`src/rtl/disp_pkg.sv`:
```
// rtl/disp_pkg.sv - shared constants and types for the multiplexed 7-segment display
//
// Contents:
//   SEG_BLANK, SEG_E, SEG_DIGIT[0:9] : active-low {g,f,e,d,c,b,a} patterns
//   AN_OFF                           : all anodes released (active-low)
//   CODE_E, CODE_BLANK               : special digit codes understood by seg7_decoder
//   digit_idx_t                      : 2-bit scan slot index
package disp_pkg;

    localparam logic [6:0] SEG_BLANK = 7'h7F;
    localparam logic [6:0] SEG_E     = 7'b0000110;

    localparam logic [6:0] SEG_DIGIT [0:9] = '{
        7'h40, 7'h79, 7'h24, 7'h30, 7'h19,
        7'h12, 7'h02, 7'h78, 7'h00, 7'h10
    };

    localparam logic [3:0] AN_OFF     = 4'b1111;
    localparam logic [3:0] CODE_E     = 4'hE;
    localparam logic [3:0] CODE_BLANK = 4'hF;

    typedef logic [1:0] digit_idx_t;

endpackage

```
`src/rtl/seg7_decoder.sv`:
```
// rtl/seg7_decoder.sv - digit code to active-low 7-segment pattern
//
// Ports:
//   i_code  in  4  0-9 decimal digit, 4'hE = "E", 4'hF (or any other) = blank
//   o_seg   out 7  active-low segments {g,f,e,d,c,b,a}
module seg7_decoder
    import disp_pkg::*;
(
    input  logic [3:0] i_code,
    output logic [6:0] o_seg
);

    always_comb begin
        o_seg = SEG_BLANK;
        if (i_code <= 4'd9) begin
            o_seg = SEG_DIGIT[i_code];
        end else if (i_code == CODE_E) begin
            o_seg = SEG_E;
        end
    end

endmodule

```
`src/rtl/display_mux7seg.sv`:
```
// rtl/display_mux7seg.sv - captures divider quotient/remainder and scans them onto a 4-digit display
//
// Ports:
//   clk     in   1  system clock, rising edge
//   rst     in   1  asynchronous active-low reset
//   load    in   1  capture strobe for result/resto
//   result  in   4  quotient
//   resto   in   4  remainder
//   seg     out  7  active-low segments {g,f,e,d,c,b,a}
//   an      out  4  active-low anodes, an[3] leftmost
//   dp      out  1  decimal point, always off (1)
// Optional feature macro: DISP_ERR_BLINK_EN (blinks the "E" display on a divider error)
module display_mux7seg
    import disp_pkg::*;
#(
    parameter int REFRESH_DIV = 50000,
    parameter int BLINK_DIV   = 25000000
) (
    input  logic       clk,
    input  logic       rst,
    input  logic       load,
    input  logic [3:0] result,
    input  logic [3:0] resto,
    output logic [6:0] seg,
    output logic [3:0] an,
    output logic       dp
);

    localparam int PW = (REFRESH_DIV > 2) ? $clog2(REFRESH_DIV) : 1;

    generate
        if (REFRESH_DIV < 2 || BLINK_DIV < 1) begin : g_bad_param
            $error("display_mux7seg: REFRESH_DIV must be >= 2 and BLINK_DIV >= 1");
        end
    endgenerate

    logic [3:0]    r_q;
    logic [3:0]    r_r;
    logic          r_err;
    logic [PW-1:0] r_presc;
    digit_idx_t    r_idx;
    logic [6:0]    r_seg;
    logic [3:0]    r_an;

    logic          w_wrap;
    logic [3:0]    w_value;
    logic          w_tens;
    logic [3:0]    w_units;
    logic [3:0]    w_code;
    logic [6:0]    w_seg;
    logic [3:0]    w_an_sel;
    logic          w_dark;

    assign w_wrap = (r_presc == PW'(REFRESH_DIV - 1));

    // Odd slots carry units, even slots tens; upper half of the scan is the remainder.
    assign w_value = r_idx[1] ? r_r : r_q;
    assign w_tens  = (w_value >= 4'd10);
    assign w_units = w_tens ? (w_value - 4'd10) : w_value;

    always_comb begin
        w_code = w_units;
        if (r_err) begin
            w_code = CODE_E;
        end else if (!r_idx[0]) begin
            w_code = w_tens ? 4'd1 : CODE_BLANK;
        end
    end

    seg7_decoder u_dec (
        .i_code (w_code),
        .o_seg  (w_seg)
    );

    always_comb begin
        case (r_idx)
            2'd0:    w_an_sel = 4'b0111;
            2'd1:    w_an_sel = 4'b1011;
            2'd2:    w_an_sel = 4'b1101;
            default: w_an_sel = 4'b1110;
        endcase
    end

`ifdef DISP_ERR_BLINK_EN
    localparam int BW = (BLINK_DIV > 2) ? $clog2(BLINK_DIV) : 1;

    logic [BW-1:0] r_blink_cnt;
    logic          r_blink_on;

    always_ff @(posedge clk or negedge rst) begin
        if (!rst) begin
            r_blink_cnt <= '0;
            r_blink_on  <= 1'b1;
        end else if (load) begin
            r_blink_cnt <= '0;
        end else if (r_blink_cnt == BW'(BLINK_DIV - 1)) begin
            r_blink_cnt <= '0;
            r_blink_on  <= ~r_blink_on;
        end else begin
            r_blink_cnt <= r_blink_cnt + 1'b1;
        end
    end

    // First cycle of each slot stays dark so the previous digit cannot ghost.
    assign w_dark = (r_presc == '0) || (r_err && !r_blink_on);
`else
    assign w_dark = (r_presc == '0);
`endif

    always_ff @(posedge clk or negedge rst) begin
        if (!rst) begin
            r_q     <= '0;
            r_r     <= '0;
            r_err   <= 1'b0;
            r_presc <= '0;
            r_idx   <= '0;
            r_seg   <= SEG_BLANK;
            r_an    <= AN_OFF;
        end else begin
            if (load) begin
                r_q   <= result;
                r_r   <= resto;
                r_err <= (result == 4'hF) && (resto == 4'hF);
            end
            if (w_wrap) begin
                r_presc <= '0;
                r_idx   <= r_idx + 2'd1;
            end else begin
                r_presc <= r_presc + 1'b1;
            end
            r_seg <= w_seg;
            r_an  <= w_dark ? AN_OFF : w_an_sel;
        end
    end

    assign seg = r_seg;
    assign an  = r_an;
    assign dp  = 1'b1;

endmodule

```
`config.mk`:
```
export PLATFORM = sky130hd
export DESIGN_NAME = display_mux7seg
export DESIGN_NICKNAME = d
export VERILOG_FILES = /design/src/rtl/disp_pkg.sv /design/src/rtl/seg7_decoder.sv /design/src/rtl/display_mux7seg.sv
export SDC_FILE = /design/constraint.sdc
export NUM_CORES = 1
export LEC_CHECK = 0
export BUFFER_PORTS_ARGS = -buffer_cell sky130_fd_sc_hd__buf_2
export CELL_PAD_IN_SITES_DETAIL_PLACEMENT = 0
export CELL_PAD_IN_SITES_GLOBAL_PLACEMENT = 1
export CORE_ASPECT_RATIO = 2
export CORE_MARGIN = 2
export CORE_UTILIZATION = 46
export CTS_BUF_LIST = sky130_fd_sc_hd__clkbuf_16
export CTS_CLUSTER_DIAMETER = 40
export DETAILED_ROUTE_END_ITERATION = 10
export PLACE_DENSITY = 0.89
export SYNTH_ARGS = -nofsm -noshare
export SYNTH_HDL_FRONTEND = slang
export SYNTH_SLANG_ARGS = --single-unit
```
`constraint.sdc`:
```
create_clock -name clk -period 2.9 [get_ports clk]
set_input_delay 0.29 -clock clk [delete_from_list [all_inputs] [get_ports clk]]
set_output_delay 0.29 -clock clk [all_outputs]
set_load 0.005 [all_outputs]
```
==> results.md <==
| Quantity | Value |
|:---|:---|
| Clock Sink Count | 38 |
| Setup violations, final | 0 |
| Pre-antenna DRT Iters | 4 |
| Number of nets in the layout | 239 |
| Port bufs | 21 |
| Clock skew | 0.006711 ns |
| Avg WL per Cell | 14.43 um |
| Clock Latency Late Sink | 0.28 ns |
| Mean area per synthesized cell | 10.77 um^2 |
| P_leak | 1.040 nW |
| Tightest slew margin relative to the limit | 46.02% |
| Global-route usage over all layers | 17.17% |
| Power density over cell area | 558.5 nW/um^2 |
| Total of flip-flops plus latches after synthesis | 38 |
| First-pass GRT wire length | 6561 um |
| Die area | 5078 um^2 |
| Critical path arrival | 2.77 ns |
| Placed wire-length estimate | 3000 um |
| Portion of total power attributed to combinational logic | 10.9% |
| Via count of the first global-routing pass | 1468 |
| Commonest cells after routing, fill and taps aside | sky130_fd_sc_hd__dfrtp_1, sky130_fd_sc_hd__buf_2, sky130_fd_sc_hd__nand2_1, sky130_fd_sc_hd__nor2_1, sky130_fd_sc_hd__ha_1 |
| Data required time of the critical path | 3.10 ns |
| Io pins | 23 |
| Total vias in the final route | 1486 |
| Register area | 965.9 um^2 |
| Area growth syn-to-layout | 15.44% |
| CP Launch Type | flip-flop |
| Height of the die | 98.80 um |
| Number of flops mapped to enable cells by yosys | 0 |
| Total negative slack | 0 ns |
| Met1 routing resource usage after global routing | 16.85% |
| Initial DRC Count | 21 |
| Initial antenna violation count | 0 |
| Post-synthesis sequential area ratio | 46.67% |
| Switching part of the total power | 22.44% |
| Most frequent standard cell in the layout excluding fill and tap cells | sky130_fd_sc_hd__dfrtp_1 |
| Number of warnings issued by yosys | 0 |
| Core region area | 4339 um^2 |
| Maximum number of pins on one net before global-route repair | 39 |
| Number of levels in the clock H-tree | 2 |
| Die span in x | 51.40 um |
| Register share of total power | 43.5% |
| RSZ-0062 raised after global routing | no |
| Commonest register cell after synthesis | sky130_fd_sc_hd__dfrtp_1 |
| Design internal power | 1.034 mW |
| Final Hold Fails | 0 |
| Ant diodes | 0 |
| Deepest clock path buffer count | 2 |
| Layout fillers | 421 |
| Global routing usage on met2 | 32.64% |
| Clock-pin slew on the worst setup and hold paths | 0.06 ns |
| Routability congestion estimate | 0.8547 |
| Pwr Total | 1.333 mW |
| Number of vias per cell after detailed routing | 5.483 |
| Share of post-route cells with drive strength above 1 | 27.19% |
| Net Count, Synth | 215 |
| Min Clock Period, post-route | 2.566 ns |
| Worst-case setup margin in the final layout | 0.3340 ns |
| Outcome | completed |
| Worst min-delay path class | input pin to async pin |
| Clock Root Buffer | sky130_fd_sc_hd__clkbuf_16 |
| Clock tree from TritonCTS | built |
| Clock power frac | 45.6% |
| Std-Cell Rows | 34 |
| TritonCTS buffer count | 5 |
| Async set-reset flop share out of synthesis | 100.0% |
| GRT met3 Usage | 3.182% |
| Effective utilization at floorplan | 47.64% |
| Period utilisation layout | 88.48% |
| Total area of multi-input combinational cells | 1030 um^2 |
| Pins over their slew limit | 0 |
| Largest driver fanout on the critical path | 10 |
| Summed instance area of the synthesized netlist | 2067 um^2 |
| Number of instances in the synthesized netlist | 192 |
| Crit end category | flip-flop |
| Busiest layer in global routing | met2 |
| Max-cap viol count | 0 |
| Distinct cells, synth | 49 |
| Net switching component of the power | 299.1 uW |
| Worst slack, placed | 0.1795 ns |
| Post-CTS Hold Buffers | 0 |
| Number of remaining DRC errors | 0 |
| Worst-Margin Slew | 0.8097 ns |
| Setup Crit Path Kind | flip-flop to flip-flop |
| Total congestion overflow | 0 |
| Antenna violation net count after detailed routing | 0 |
| Detailed Route WL | 3910 um |
| IR Drop Worst-Case VDD | 438.0 uV |
| Achievable frequency | 0.3897 GHz |
[final timing paths]
check                            start  cells after the start  slack [ns]     endpoint
max                           r_idx[1]                     10        0.33       seg[4]
min                                rst                      1        0.10   r_presc[2]
max reg2reg                   r_idx[1]                     10        0.33       seg[4]
min reg2reg                r_presc[10]                      1        0.50  r_presc[10]
max in group asynchronous          rst                      1        2.24     r_idx[1]
min in group clk              resto[2]                      3        0.26       r_r[2]
[cell type report]
cell class                 count  area share (%)
timing repair buffer          23           5.034
multi-input combinational    138           43.16
inverter                      10           1.573
tap                           54           2.832
clock buffer                   5           5.244
sequential                    38           40.48
clock inverter                 3           1.678
[layer usage]
| layer | part of all wire, % | up-vias |
|---|---|---|
| met1 | 36 | 740 |
| met3 | 2.3 | 5 |
| li1 | - | 720 |
| met5 | 0 | - |
| met4 | 2.2 | 0 |
| met2 | 60 | 21 |
[cells by family (layout without fill, tap and decap cells)]
logic type	Yosys count	in the layout	share of synthesized area, %
adders and majority gates	12	12	7.264
muxes	12	12	8.111
other	1	1	0.1814
xor gates and xnor gates	14	14	5.932
AOI/OAI and AO/OA	31	31	11.87
and+or+nand+nor	68	68	16.47
buffers and inverters	16	41	3.511
DFF	38	38	46.67
[power by group through the flow]
stage / combinational (mW) / clock [mW] / sequential (mW)
6_report: 0.145 / 0.608 / 0.580
5_1_grt: 0.162 / 0.637 / 0.583
4_1_cts: 0.147 / 0.613 / 0.580
3_5_place_dp: 0.146 / 0 / 0.589
3_3_place_gp: 0.146 / 0 / 0.589
2_1_floorplan: 0.0963 / 0 / 0.588
[flip-flops by register name, summed over array words and instances, names as in the netlist]
name and flops:
r_presc 16, seg 7, an 4, r_q 4, r_r 4, r_idx 2, r_err 1
[Yosys cell counts (all sizes together), types with 2 or more instances]
cell type   n  area [um^2]
nor3        3        15.01
or3         2        12.51
xnor2       4        35.03
dfstp      11        289.0
nor2       13        48.80
and2        2        15.02
o32ai       2        17.52
nor4        3        18.77
mux2        8        90.09
nand2      19        71.32
a21oi       6        30.03
buf         3        23.77
o221a       2        22.52
inv        10        37.54
a211o       2        17.52
or2b        2        15.01
clkbuf      3        11.26
xor2       10        87.58
mux2i       4        77.57
ha         12        150.1
o21ai       6        33.78
dfrtp      27        675.7
nand4       6        37.54
nand3      11        55.05
a21boi      2        15.01
a21o        2        15.01
[per-stage QoR]
step / util, % / hold slack, ns / instance area, um^2 / std cells
floorplan: - / -0.005591 / 2067 / 192
global route: 54.99 / 0.1741 / 2386 / 271
detailed placement: 51.15 / 0.4333 / 2220 / 263
global placement: 51.15 / 0.4348 / 2220 / 263
finish: 54.99 / 0.1013 / 2386 / 271
CTS: 54.96 / 0.1340 / 2385 / 271
[critical path, cell delays in order (launching register included)]
cell                       delay, ns
sky130_fd_sc_hd__dfrtp_2        0.54
sky130_fd_sc_hd__mux2i_4        0.39
sky130_fd_sc_hd__nand2_1        0.08
sky130_fd_sc_hd__a21oi_1        0.15
sky130_fd_sc_hd__a21oi_1        0.06
sky130_fd_sc_hd__nor2_1         0.19
sky130_fd_sc_hd__ha_1           0.26
sky130_fd_sc_hd__nor2_1         0.08
sky130_fd_sc_hd__a211oi_1       0.34
sky130_fd_sc_hd__nand2_1        0.14
sky130_fd_sc_hd__o221a_1        0.25
[repair_timing]
action | 4_1_cts | 5_1_grt
setup buffers | 0 | 0
endpoints found under the setup margin | 0 | 2
resized for setup | 0 | 1
Power figures use the tool's default switching activity.
